File: config.mk
export PLATFORM = sky130hd
export DESIGN_NAME = conv_decoder_processing_element_flat
export DESIGN_NICKNAME = d
export VERILOG_FILES = /design/src/rtl/conv_decoder_processing_element_if.sv /design/src/rtl/conv_decoder_processing_element.sv /design/src/flat_wrapper.sv
export SDC_FILE = /design/constraint.sdc
export NUM_CORES = 1
export LEC_CHECK = 0
export CAP_MARGIN = 40
export CORE_MARGIN = 3
export CORE_UTILIZATION = 45
export DETAILED_ROUTE_END_ITERATION = 16
export HOLD_SLACK_MARGIN = 0.06
export PLACE_DENSITY = 0.65
export RECOVER_POWER = 100
export REMOVE_ABC_BUFFERS = 1
export SLEW_MARGIN = 20
export SYNTH_ARGS = -nofsm -noshare
export SYNTH_HDL_FRONTEND = slang
export SYNTH_SLANG_ARGS = --single-unit
File: constraint.sdc
create_clock -name clk -period 6.16 [get_ports clk]
set_clock_uncertainty 0.2 [all_clocks]
set_input_delay 0.616 -clock clk [delete_from_list [all_inputs] [get_ports clk]]
set_output_delay 0.616 -clock clk [all_outputs]
set_load 0.1 [all_outputs]
File: src/rtl/conv_decoder_processing_element_if.sv
// Operand/result stream bundle for the decoder-side MAC processing element.
// The master is the sequencer feeding operand pairs and consuming results.
interface conv_decoder_processing_element_if;
  logic               start;
  logic               in_valid;
  logic               in_ready;
  logic signed [17:0] x;
  logic signed [17:0] w;
  logic signed [17:0] z;
  logic               sat;
  logic               out_valid;
  logic               out_ready;
  logic               busy;

  modport master (
    output start, in_valid, x, w, out_ready,
    input  in_ready, z, sat, out_valid, busy
  );

  modport slave (
    input  start, in_valid, x, w, out_ready,
    output in_ready, z, sat, out_valid, busy
  );
endinterface

File: src/rtl/conv_decoder_processing_element.sv
// Decoder-side MAC PE: accumulates TAPS signed 18x18 products, then rounds, shifts and
// saturates the sum back to an 18-bit activation held on a valid/ready output.
module conv_decoder_processing_element #(
  parameter int unsigned TAPS  = 9,
  parameter int unsigned FRAC  = 8,
  parameter int unsigned ACC_W = 40
) (
  input logic                              clk,
  input logic                              rst_n,
  conv_decoder_processing_element_if.slave bus
);

  localparam int unsigned CntW = (TAPS > 1) ? $clog2(TAPS) : 1;
  localparam logic [CntW-1:0] LastTap = CntW'(TAPS - 1);
  localparam logic signed [ACC_W-1:0] ZMax    = ACC_W'(131071);
  localparam logic signed [ACC_W-1:0] ZMin    = ACC_W'(-131072);
  localparam logic signed [ACC_W-1:0] RndBias = ACC_W'(1) << (FRAC - 1);

  typedef enum logic [1:0] {StIdle, StAcc, StRnd, StOut} state_e;

  state_e                   state_q, state_d;
  logic signed [ACC_W-1:0]  acc_q, acc_d;
  logic        [CntW-1:0]   cnt_q, cnt_d;
  logic signed [17:0]       z_q, z_d;
  logic                     sat_q, sat_d;
  logic                     out_valid_q, out_valid_d;

  logic signed [35:0]       prod;
  logic signed [ACC_W-1:0]  prod_ext;
  logic signed [ACC_W-1:0]  rnd_sum;
  logic signed [ACC_W-1:0]  rnd_r;

  assign prod     = bus.x * bus.w;
  assign prod_ext = ACC_W'(prod);
  // Round half up, then arithmetic shift keeps the sign of negative sums.
  assign rnd_sum  = acc_q + RndBias;
  assign rnd_r    = rnd_sum >>> FRAC;

  always_comb begin
    state_d     = state_q;
    acc_d       = acc_q;
    cnt_d       = cnt_q;
    z_d         = z_q;
    sat_d       = sat_q;
    out_valid_d = out_valid_q;
    unique case (state_q)
      StIdle: begin
        if (bus.start) begin
          state_d = StAcc;
          acc_d   = '0;
          cnt_d   = '0;
        end
      end
      StAcc: begin
        if (bus.in_valid) begin
          acc_d = acc_q + prod_ext;
          cnt_d = cnt_q + CntW'(1);
          if (cnt_q == LastTap) state_d = StRnd;
        end
      end
      StRnd: begin
        if (rnd_r > ZMax) begin
          z_d   = 18'sh1ffff;
          sat_d = 1'b1;
        end else if (rnd_r < ZMin) begin
          z_d   = 18'sh20000;
          sat_d = 1'b1;
        end else begin
          z_d   = rnd_r[17:0];
          sat_d = 1'b0;
        end
        out_valid_d = 1'b1;
        state_d     = StOut;
      end
      StOut: begin
        if (bus.out_ready) begin
          out_valid_d = 1'b0;
          // A start coinciding with the accept chains straight into the next operation.
          if (bus.start) begin
            state_d = StAcc;
            acc_d   = '0;
            cnt_d   = '0;
          end else begin
            state_d = StIdle;
          end
        end
      end
      default: state_d = StIdle;
    endcase
  end

  always_ff @(posedge clk or negedge rst_n) begin
    if (!rst_n) begin
      state_q     <= StIdle;
      acc_q       <= '0;
      cnt_q       <= '0;
      z_q         <= '0;
      sat_q       <= 1'b0;
      out_valid_q <= 1'b0;
    end else begin
      state_q     <= state_d;
      acc_q       <= acc_d;
      cnt_q       <= cnt_d;
      z_q         <= z_d;
      sat_q       <= sat_d;
      out_valid_q <= out_valid_d;
    end
  end

  assign bus.in_ready  = (state_q == StAcc);
  assign bus.busy      = (state_q != StIdle);
  assign bus.z         = z_q;
  assign bus.sat       = sat_q;
  assign bus.out_valid = out_valid_q;

endmodule

File: src/flat_wrapper.sv
// flat-port wrapper written by rule: the top's interface ports become plain ports
module conv_decoder_processing_element_flat 
#(
  parameter int unsigned TAPS  = 9,
  parameter int unsigned FRAC  = 8,
  parameter int unsigned ACC_W = 40
)
  (clk, rst_n, bus_start, bus_in_valid, bus_x, bus_w, bus_out_ready, bus_in_ready, bus_z, bus_sat, bus_out_valid, bus_busy);
  conv_decoder_processing_element_if bus_i ();
  input logic clk;
  input logic rst_n;
  input wire logic [$bits(bus_i.start)-1:0] bus_start;
  input wire logic [$bits(bus_i.in_valid)-1:0] bus_in_valid;
  input wire logic [$bits(bus_i.x)-1:0] bus_x;
  input wire logic [$bits(bus_i.w)-1:0] bus_w;
  input wire logic [$bits(bus_i.out_ready)-1:0] bus_out_ready;
  output wire logic [$bits(bus_i.in_ready)-1:0] bus_in_ready;
  output wire logic [$bits(bus_i.z)-1:0] bus_z;
  output wire logic [$bits(bus_i.sat)-1:0] bus_sat;
  output wire logic [$bits(bus_i.out_valid)-1:0] bus_out_valid;
  output wire logic [$bits(bus_i.busy)-1:0] bus_busy;
  assign bus_i.start = bus_start;
  assign bus_i.in_valid = bus_in_valid;
  assign bus_i.x = bus_x;
  assign bus_i.w = bus_w;
  assign bus_i.out_ready = bus_out_ready;
  assign bus_in_ready = bus_i.in_ready;
  assign bus_z = bus_i.z;
  assign bus_sat = bus_i.sat;
  assign bus_out_valid = bus_i.out_valid;
  assign bus_busy = bus_i.busy;
  conv_decoder_processing_element #(.TAPS(TAPS), .FRAC(FRAC), .ACC_W(ACC_W)) u_core (.clk(clk), .rst_n(rst_n), .bus(bus_i));
endmodule
==> summary.txt, run 1 <==
Route
  – DRT Pass-1 Iters: 6
  – Routed vias/inst: 5.20
  – Post-Route WL: 50.9 mm
  – DRT iter0 DRCs: between 800 and 900
  – Total number of vias: around 14000
  – Remaining antenna violation count after routing: 0
  – Drt wl/cell: ~19 um
  – DRC: 0

Worst setup path
  – Crit path max-delay family: adder cells
  – CP endpoint kind: flop
  – Crit. path cell count: 26
  – Buf+Inv Stages, Crit Path: 9
  – Critical-path maximum fanout: 5
  – Setup CP Type: primary input to flop
  – Cell mode on critical path: fa_1
  – Startpoint types: primary input
  – Slowest CP cell: fa_1
  – R2R cell count: 19
  – Worst endpoint data arrival time: 6.62 ns
  – WP data required: between 6 and 7 ns
  – Max stage delay on crit path: approximately 0.54 ns

Placed design
  – Detailed Place HPWL: between 30 and 40 mm
  – Gpl congestion: around 0.9
  – Placed instance count: 2595
  – PortBufs: 62

CTS
  – Bufs on Longest Clock Path: 2
  – TritonCTS clock tree: done
  – CTS buffer count: 9
  – Root Driver: clkbuf_16
  – H-Tree Depth: 3
  – Latest clock arrival within the worst-skew pair: approximately 0.33 ns
  – Worst-path clk slew: roughly 0.050 ns
  – Clock Sinks: 66

Status
  – Status: complete, but fails checks
  – Violated checks: max-capacitance violations, max-slew violations, negative setup slack

Cells and area
  – Fin util: 61.7%
  – Area Overhead vs Synth: 34.8%
  – Final net count: roughly 2700
  – Final Non-Filler Cells: ~2700
  – Share of cells above drive strength 1: between 20% and 30%

Logic synthesis
  – Seq/Total Area, Yosys: under 10%
  – EDFF count, synth: 0
  – Area share of the largest cell type after synthesis: between 40 and 50%
  – Top cells by area, synth: fa_1 (44%), dfrtp_1 (9.5%), ha_1 (9.3%)
  – Synth Flop Type: dfrtp_1
  – Fraction of registers with async set/reset: between 90% and 100%
  – Yosys top cell by area: fa_1
  – Mapped cell area: around 0.017 mm^2
  – Seq cells post-synth: 66
  – Cell count after synthesis: roughly 1900
  – Mean Syn Cell Area: around 9.3 um^2
  – Synth warn: 0
  – Synth cell types: 65

Die
  – Die area: 0.0409 mm^2
  – Die Span Y: approximately 200 um
  – Core area: ~0.038 mm^2
  – DIE WIDTH: ~200 um
  – # IOs: 63
  – Initial Utilization: roughly 46%
  – Row cnt: between 70 and 80

Timing
  – RSZ-0062 raised after global routing: true
  – Max Fclk: ~0.15 GHz
  – Slew of the pin with the lowest slew margin: 3.08 ns
  – Slew HR: -105%
  – Period utilization: 108%
  – Setup Viol. Count Final: 24
  – Slew Limit Fails: 58
  – Final hold violation count: 0
  – Worst setup margin: -0.465 ns
  – Minimum clock period: between 6 and 7 ns

GRT
  – Vias in the first global route: ~16000
  – Antenna violations before repair: 2
  – First-pass GRT wire length: 82.8 mm
  – Largest net degree at the start of global routing: 67
  – Grt total ovfl: 0
  – GRT Total Usage: 25.5%

Min path
  – Type of the worst min-delay path: flop to flop
  – Worst hold path depth: 1

Flow run
  – Number of max-cap violations: 1
[cell usage in the layout, fill, tap and decap left out, drive strengths merged, types with 4 or more instances in the layout]
cell,count
and4,4
xnor2,36
nand2,219
o21bai,5
xor2,14
o31ai,6
clkdlybuf4s50,21
dfrtp,66
o22ai,11
fa,384
inv,432
a21o,23
a21oi,27
nand3,54
nor3,14
dlygate4sd3,5
or3,6
ha,129
clkbuf,38
o21a,11
nand4,14
and3,7
mux2i,7
buf,317
nor2,45
clkinv,4
o21ai,45
a31oi,4
a211oi,7
nor2b,6
nand2b,8
and2,165
[state kept, by name, indices dropped and copies added, names as in the netlist]
signal / cells
u_core.acc_q: 40
u_core.bus.z: 18
u_core.cnt_q: 4
u_core.state_q: 2
u_core.bus.out_valid: 1
u_core.bus.sat: 1
[what timing repair did]
item	CTS	global route
endpoints found under the setup margin	30	24
gates resized for setup	471	118
pin swaps	270	89
hold endpoints to repair	0	9
buffers inserted	67	23
gates cloned	17	1
hold buffers	0	1
[per-stage QoR]
stage          setup TNS [ns]  setup slack [ns]  cell area, um^2  hold slack (ns)
4_1_cts                 -4.07            -0.368            23200            0.285
2_1_floorplan           -7.46            -0.733            17100            0.120
3_5_place_dp           -33.13             -1.70            20500            0.272
5_1_grt                -11.13            -0.619            23400            0.281
6_report                -7.03            -0.465            23400            0.277
3_3_place_gp           -32.92             -1.71            20100            0.260
[cell families after synthesis]
| kind of cell | synth area share, % |
|---|---|
| simple gates | 16.0 |
| compound gates | 7.02 |
| xor+xnor | 2.53 |
| fa+ha+maj | 53.7 |
| mux | 0.469 |
| flops | 9.53 |
| buf+inv | 10.8 |
[cell type report]
type,instances,area [um^2]
Fill cell,3003,14500
Timing Repair Buffer,377,3990
Inverter,432,1630
Clock inverter,7,76.3
Multi-Input combinational cell,1302,15100
Tap cell,511,639
Sequential cell,66,1650
Clock buffer,9,225
Antenna cell,2,5.00
[layer usage]
metal	part of all wire [%]	track usage [%]
met1	39	32.5
met2	51	44.8
met3	5.6	3.66
met4	4.2	8.24
met5	0	0
[worst register-to-register path, delay by kind of cell (launching register included)]
family	cells	cell delay (ns)
flops	1	0.45
buf+inv	5	0.57
compound gates	5	0.77
fa+ha+maj	6	2.63
simple gates	2	0.62
xor+xnor	1	0.20
[synthesized netlist by cell type, drive strengths merged (11+ instances only)]
master	number
nand3	54
nand4	14
o22ai	11
inv	429
dfrtp	66
fa	384
a21o	23
xnor2	36
nor2	45
ha	129
clkbuf	59
a21oi	27
nor3	14
o21a	11
and2	165
o21ai	45
xor2	14
nand2	219
[path summary, 6_finish.rpt]
kind                                                    from                            to  slack (ns)
worst max register to register  u_core.acc_q[14]$_DFFE_PN0P_  u_core.acc_q[27]$_DFFE_PN0P_        0.59
worst min register to register  u_core.bus.z[17]$_DFFE_PN0P_  u_core.bus.z[17]$_DFFE_PN0P_        0.28
min in group asynchronous                              rst_n  u_core.bus.z[14]$_DFFE_PN0P_        0.66
worst min-delay path            u_core.bus.z[17]$_DFFE_PN0P_  u_core.bus.z[17]$_DFFE_PN0P_        0.28
worst max-delay path                                bus_x[1]  u_core.acc_q[27]$_DFFE_PN0P_       -0.46
max in group asynchronous                              rst_n   u_core.bus.z[5]$_DFFE_PN0P_        1.80
Power of run 1 is left out: the tool's default activity adds up to more than one toggle a clock period on the data nets, which glitch-free logic cannot reach.
==> inputs of run 2 (changes only) <==
- CORE_MARGIN: 3 -> 5
==> run 2 against run 1 <==
  * The flow still finishes with violations (max-capacitance violations, max-slew violations, negative setup slack)
  * Die area increased by 4.0%
  * Final cell count increased by 1.1%
  * Register-to-register slack improved by 0.15 ns
  * Critical path type unchanged
  * Highest routed layer unchanged
  * Critical path depth decreased by 2
  * Setup slack improved by 0.071 ns
==> summary.txt, run 2 (synthesized netlist as in run 1, its figures left out) <==
Die
  – Initial Utilization: 45.8% (unchanged)
  – Die area: 0.0425 mm^2 (was 0.0409 mm^2)
  – # IOs: 63 (unchanged)
  – DIE WIDTH: 206 um (was 202 um)
  – Die Span Y: 206 um (was 202 um)
  – Core area: 0.0378 mm^2 (unchanged)
  – Row cnt: 71 (unchanged)

Cells and area
  – Number of flip-flops in the largest register: 40 (unchanged)
  – Commonest non-fill, non-tap cell in the layout: inv_1 (unchanged)
  – Largest reg by FF count: u_core.acc_q (unchanged)
  – Share of cells above drive strength 1: 29.4% (was 27.5%)
  – Area Overhead vs Synth: 36.0% (was 34.8%)
  – Final Non-Filler Cells: 2735 (was 2706)
  – Most frequent cells in the layout: inv_1 (385), fa_1 (343), buf_4 (216) (was inv_1 (388), fa_1 (353), nand2_1 (200))
  – Final net count: 2772 (was 2742)

Timing
  – Setup TNS: -4.87 ns (was -7.03 ns)
  – Slew of the pin with the lowest slew margin: 2.09 ns (was 3.08 ns)
  – Minimum clock period: 6.55 ns (was 6.62 ns)
  – Final hold violation count: 0 (unchanged)
  – Period utilization: 106% (was 108%)
  – RSZ-0062 raised after global routing: true (unchanged)
  – Worst setup margin: -0.393 ns (was -0.465 ns)
  – Setup Viol. Count Final: 24 (unchanged)
  – Max Fclk: 0.153 GHz (was 0.151 GHz)
  – Slew Limit Fails: 69 (was 58)
  – Slew HR: -39.1% (was -105%)

Status
  – Violated checks: max-capacitance violations, max-slew violations, negative setup slack (unchanged)
  – Status: complete, but fails checks (unchanged)

Route
  – Drt wl/cell: 18.4 um (was 18.8 um)
  – DRT iter0 DRCs: 881 (was 851)
  – Total number of vias: 14200 (was 14100)
  – Remaining antenna violation count after routing: 0 (unchanged)
  – Routed vias/inst: 5.19 (was 5.20)
  – Post-Route WL: 50.3 mm (was 50.9 mm)
  – DRC: 0 (unchanged)
  – DRT Pass-1 Iters: 7 (was 6)

Flow run
  – Number of max-cap violations: 2 (was 1)

Placed design
  – PortBufs: 62 (unchanged)
  – Placed instance count: 2604 (was 2595)
  – Detailed Place HPWL: 36.7 mm (about the same)
  – Gpl congestion: 0.904 (was 0.898)

Worst setup path
  – Worst endpoint data arrival time: 6.57 ns (was 6.62 ns)
  – Cell mode on critical path: fa_1 (unchanged)
  – Slowest CP cell: fa_1 (unchanged)
  – CP endpoint kind: flop (unchanged)
  – Critical-path maximum fanout: 5 (unchanged)
  – Cell chain of the critical path: buf_8 > buf_6 > buf_6 > and2_1 > fa_1 > fa_1 > inv_1 > fa_1 > inv_1 > fa_1 > fa_1 > fa_2 > fa_2 > ha_4 > buf_4 > a21o_1 > o21bai_4 > a311oi_2 > nor3b_4 > a21oi_4 > a31oi_4 > o21ba_4 > xnor2_2 > a22o_1
  – Buf+Inv Stages, Crit Path: 6 (was 9)
  – Setup CP Type: primary input to flop (unchanged)
  – Max stage delay on crit path: 0.58 ns (was 0.54 ns)
  – WP data required: 6.17 ns (was 6.15 ns)
  – Crit path max-delay family: adder cells (unchanged)
  – Startpoint types: primary input (unchanged)

CTS
  – TritonCTS clock tree: done (unchanged)
  – H-Tree Depth: 3 (unchanged)
  – Root Driver: clkbuf_16 (unchanged)
  – Bufs on Longest Clock Path: 2 (unchanged)
  – Clock Sinks: 66 (unchanged)
  – Latest clock arrival within the worst-skew pair: 0.33 ns (about the same)
  – CTS buffer count: 9 (unchanged)
  – Worst-path clk slew: 0.06 ns (was 0.05 ns)
  – Hold buffer count at CTS: 0 (unchanged)

GRT
  – Vias in the first global route: 15800 (was 15600)
  – Antenna violations before repair: 3 (was 2)
  – GRT Total Usage: 24.6% (was 25.5%)
  – Largest net degree at the start of global routing: 40 (was 67)
  – First-pass GRT wire length: 82.3 mm (was 82.8 mm)
  – Grt total ovfl: 0 (unchanged)

Min path
  – Type of the worst min-delay path: flop to flop (unchanged)
## run 2: timing repair
action	CTS	global route
pin swaps	295	128
gates cloned	18	0
endpoints found under the hold margin	0	0
setup endpoints to repair	30	24
gates resized for setup	477	107
buffers inserted	75	30
## run 2: final cells by class
cell class	instances	area, um^2
multi-input combinational	1302	15200
fill	2969	14300
timing repair buffer	407	4200
sequential	66	1650
inverter	432	1620
tap	511	639
clock buffer	10	229
clock inverter	6	42.5
antenna	1	2.50
## run 2: per-stage QoR
stage | instance area (um^2) | hold slack (ns) | setup slack (ns) | utilization, %
final | 23600 | 0.277 | -0.393 | 62.3
after global placement | 20200 | 0.263 | -1.69 | 53.4
after global routing | 23600 | 0.306 | -0.556 | 62.2
after CTS | 23300 | 0.106 | -0.347 | 61.6
after floorplan | 17100 | 0.120 | -0.733 | -
after detailed placement | 20600 | 0.275 | -1.72 | 54.4
## run 2: path summary, 6_finish.rpt
kind	slack, ns	to	startpoint	cells after the start
hold / removal	0.28	u_core.bus.z[17]$_DFFE_PN0P_	u_core.bus.z[17]$_DFFE_PN0P_	1
min in group asynchronous	0.55	u_core.state_q[0]$_DFFE_PN0P_	rst_n	2
setup reg to reg	0.74	u_core.acc_q[33]$_DFFE_PN0P_	u_core.acc_q[16]$_DFFE_PN0P_	18
hold reg to reg	0.28	u_core.bus.z[17]$_DFFE_PN0P_	u_core.bus.z[17]$_DFFE_PN0P_	1
max in group asynchronous	2.57	u_core.acc_q[17]$_DFFE_PN0P_	rst_n	3
setup / recovery	-0.39	u_core.acc_q[33]$_DFFE_PN0P_	bus_w[2]	24
## run 2: metal layers
metal  vias to the layer above  GRT usage [%]  part of all wire, %
li1                       6379              -                    -
met1                      7289           32.0                   40
met2                       438           42.2                   51
met3                        95           4.02                  6.1
met4                         0           7.82                  3.6
met5                         -              0                    0
Power of run 2 is left out for the same reason.
==> inputs of run 3 (changes only) <==
- CORE_MARGIN: 5 -> 8
==> run 3 against run 2 <==
  * The flow still finishes with violations (max-capacitance violations, max-slew violations, negative setup slack)
  * Wire length up 3.9%
  * First-iteration DRC count up 0.45%
  * Final cell count up 0.22%
  * Non-clock buffer count unchanged
  * Via count up 0.99%
  * Highest routed layer unchanged
  * Register-to-register slack about the same
  * Die area up 5.9%
  * Largest cell class unchanged
  * Hold slack better by 0.014 ns
==> summary.txt, run 3 (synthesized netlist as in run 1, its figures left out) <==
Cells and area
  – Fin util: 61.8% (was 62.3%)
  – Share of cells above drive strength 1: 30.0% (was 29.4%)
  – Largest reg by FF count: u_core.acc_q (unchanged)
  – Number of flip-flops in the largest register: 40 (unchanged)
  – Multi-input logic area: 0.0153 mm^2 (was 0.0152 mm^2)
  – Final Non-Filler Cells: 2741 (was 2735)
  – Most frequent cells in the layout: inv_1 (379), fa_1 (337), buf_4 (215) (was inv_1 (385), fa_1 (343), buf_4 (216))
  – Fillers: 2963 (was 2969)
  – FF/Latch Area: 0.00165 mm^2 (unchanged)
  – Commonest non-fill, non-tap cell in the layout: inv_1 (unchanged)
  – Final net count: 2772 (unchanged)
  – Area Overhead vs Synth: 36.6% (was 36.0%)

CTS
  – Latest clock arrival within the worst-skew pair: 0.34 ns (was 0.33 ns)
  – Clock Sinks: 66 (unchanged)
  – Bufs on Longest Clock Path: 2 (unchanged)
  – CTS buffer count: 9 (unchanged)
  – TritonCTS clock tree: done (unchanged)
  – H-Tree Depth: 3 (unchanged)
  – Root Driver: clkbuf_16 (unchanged)
  – Worst-path clk slew: 0.06 ns (about the same)

Timing
  – Hold WS: 0.292 ns (was 0.277 ns)
  – Max Fclk: 0.151 GHz (was 0.153 GHz)
  – Setup Viol. Count Final: 21 (was 24)
  – Slew Limit Fails: 69 (unchanged)
  – Setup TNS: -5.38 ns (was -4.87 ns)
  – Slew of the pin with the lowest slew margin: 2.08 ns (was 2.09 ns)
  – Slew HR: -38.6% (was -39.1%)
  – Final hold violation count: 0 (unchanged)
  – Minimum clock period: 6.60 ns (was 6.55 ns)
  – RSZ-0062 raised after global routing: true (unchanged)
  – Period utilization: 107% (was 106%)
  – Worst setup margin: -0.444 ns (was -0.393 ns)

Die
  – Row cnt: 72 (was 71)
  – # IOs: 63 (unchanged)
  – Initial Utilization: 45.3% (was 45.8%)
  – Die area: 0.0450 mm^2 (was 0.0425 mm^2)
  – Die Span Y: 212 um (was 206 um)
  – Core area: 0.0383 mm^2 (was 0.0378 mm^2)
  – DIE WIDTH: 212 um (was 206 um)

Worst setup path
  – Max stage delay on crit path: 0.61 ns (was 0.58 ns)
  – Cell mode on critical path: fa_2 (was fa_1)
  – Critical-path maximum fanout: 5 (unchanged)
  – Startpoint types: primary input (unchanged)
  – WP data required: 6.19 ns (was 6.17 ns)
  – Crit. path cell count: 22 (was 24)
  – CP endpoint kind: flop (unchanged)
  – Slowest CP cell: fa_2 (was fa_1)
  – Crit path max-delay family: adder cells (unchanged)
  – Buf+Inv Stages, Crit Path: 4 (was 6)
  – Cell chain of the critical path: clkdlybuf4s15_2 > buf_12 > buf_6 > and2_4 > fa_2 > fa_2 > fa_1 > fa_2 > fa_2 > fa_2 > ha_4 > ha_4 > buf_6 > a21o_1 > o21bai_4 > a311oi_2 > nor3b_2 > a21oi_2 > a31oi_4 > o21ba_4 > xnor2_2 > a22o_1 (was buf_8 > buf_6 > buf_6 > and2_1 > fa_1 > fa_1 > inv_1 > fa_1 > inv_1 > fa_1 > fa_1 > fa_2 > fa_2 > ha_4 > buf_4 > a21o_1 > o21bai_4 > a311oi_2 > nor3b_4 > a21oi_4 > a31oi_4 > o21ba_4 > xnor2_2 > a22o_1)
  – R2R cell count: 19 (was 18)
  – Setup CP Type: primary input to flop (unchanged)
  – Worst endpoint data arrival time: 6.63 ns (was 6.57 ns)

Placed design
  – Gpl congestion: 0.880 (was 0.904)
  – Detailed Place HPWL: 36.9 mm (was 36.7 mm)
  – PortBufs: 62 (unchanged)
  – Placed instance count: 2604 (unchanged)

Route
  – DRC: 0 (unchanged)
  – DRT Pass-1 Iters: 7 (unchanged)
  – DRT iter0 DRCs: 885 (was 881)
  – Remaining antenna violation count after routing: 0 (unchanged)
  – Total number of vias: 14300 (was 14200)
  – Routed vias/inst: 5.23 (was 5.19)
  – Drt wl/cell: 19.1 um (was 18.4 um)
  – Post-Route WL: 52.3 mm (was 50.3 mm)

Status
  – Status: complete, but fails checks (unchanged)
  – Violated checks: max-capacitance violations, max-slew violations, negative setup slack (unchanged)

GRT
  – Grt total ovfl: 0 (unchanged)
  – Largest net degree at the start of global routing: 39 (was 40)
  – Antenna violations before repair: 2 (was 3)
  – Vias in the first global route: 16100 (was 15800)
  – First-pass GRT wire length: 84.8 mm (was 82.3 mm)
  – GRT Total Usage: 23.8% (was 24.6%)

Min path
  – Worst hold path depth: 2 (was 1)
  – Type of the worst min-delay path: flop to flop (unchanged)

Flow run
  – Number of max-cap violations: 2 (unchanged)
run 3: cell count changes in the layout (fill, tap and decap cells not counted), moves of 7 or more:
cell    delta
and2_1     -9
and2_4    +10
buf_6      +7
ha_4       +8
run 3: cell type report:
type | instances | area share [%]
diodes | 1 | 0.0106
clock buffers | 9 | 0.952
clock inverters | 6 | 0.381
inverters | 432 | 6.89
multi-input cells | 1302 | 64.4
flip-flops and latches | 66 | 6.98
well taps | 518 | 2.74
repair buffers | 407 | 17.6
run 3: timing repair:
action | CTS | global route
pin swaps | 264 | 125
endpoints found under the setup margin | 30 | 27
gates cloned | 19 | 0
gates resized for setup | 456 | 154
hold buffers | 0 | 0
buffers inserted | 85 | 28
run 3: path summary, 6_finish.rpt:
check                      slack [ns]                          from                             to
max                             -0.44                      bus_x[3]   u_core.acc_q[33]$_DFFE_PN0P_
min reg2reg                      0.29   u_core.acc_q[1]$_DFFE_PN0P_    u_core.acc_q[1]$_DFFE_PN0P_
max in group asynchronous        2.54                         rst_n   u_core.acc_q[29]$_DFFE_PN0P_
max reg2reg                      0.74  u_core.acc_q[16]$_DFFE_PN0P_   u_core.acc_q[33]$_DFFE_PN0P_
min                              0.29   u_core.acc_q[1]$_DFFE_PN0P_    u_core.acc_q[1]$_DFFE_PN0P_
min in group asynchronous        0.56                         rst_n  u_core.state_q[1]$_DFFE_PN0P_
run 3: routing by layer:
| layer | routed length (um) | vias up | global-route usage, % |
|---|---|---|---|
| li1 | - | 6378 | - |
| met1 | 20100 | 7362 | 29.2 |
| met2 | 26900 | 463 | 42.0 |
| met3 | 2820 | 139 | 3.39 |
| met4 | 2410 | 0 | 9.23 |
| met5 | 0 | - | 0 |
run 3: tightest hold or removal path: cells and delay by family, from the launching register on:
| kind | cells | cell delay, ns |
|---|---|---|
| flops | 1 | 0.35 |
| compound gates | 1 | 0.06 |
| simple gates | 1 | 0.05 |
run 3: per-stage QoR:
| stage | setup WS, ns | area, um^2 |
|---|---|---|
| floorplan | -0.733 | 17100 |
| global placement | -1.70 | 20100 |
| detailed placement | -1.75 | 20500 |
| CTS | -0.392 | 23400 |
| global route | -0.566 | 23700 |
| finish | -0.444 | 23700 |
Power of run 3 is left out for the same reason.
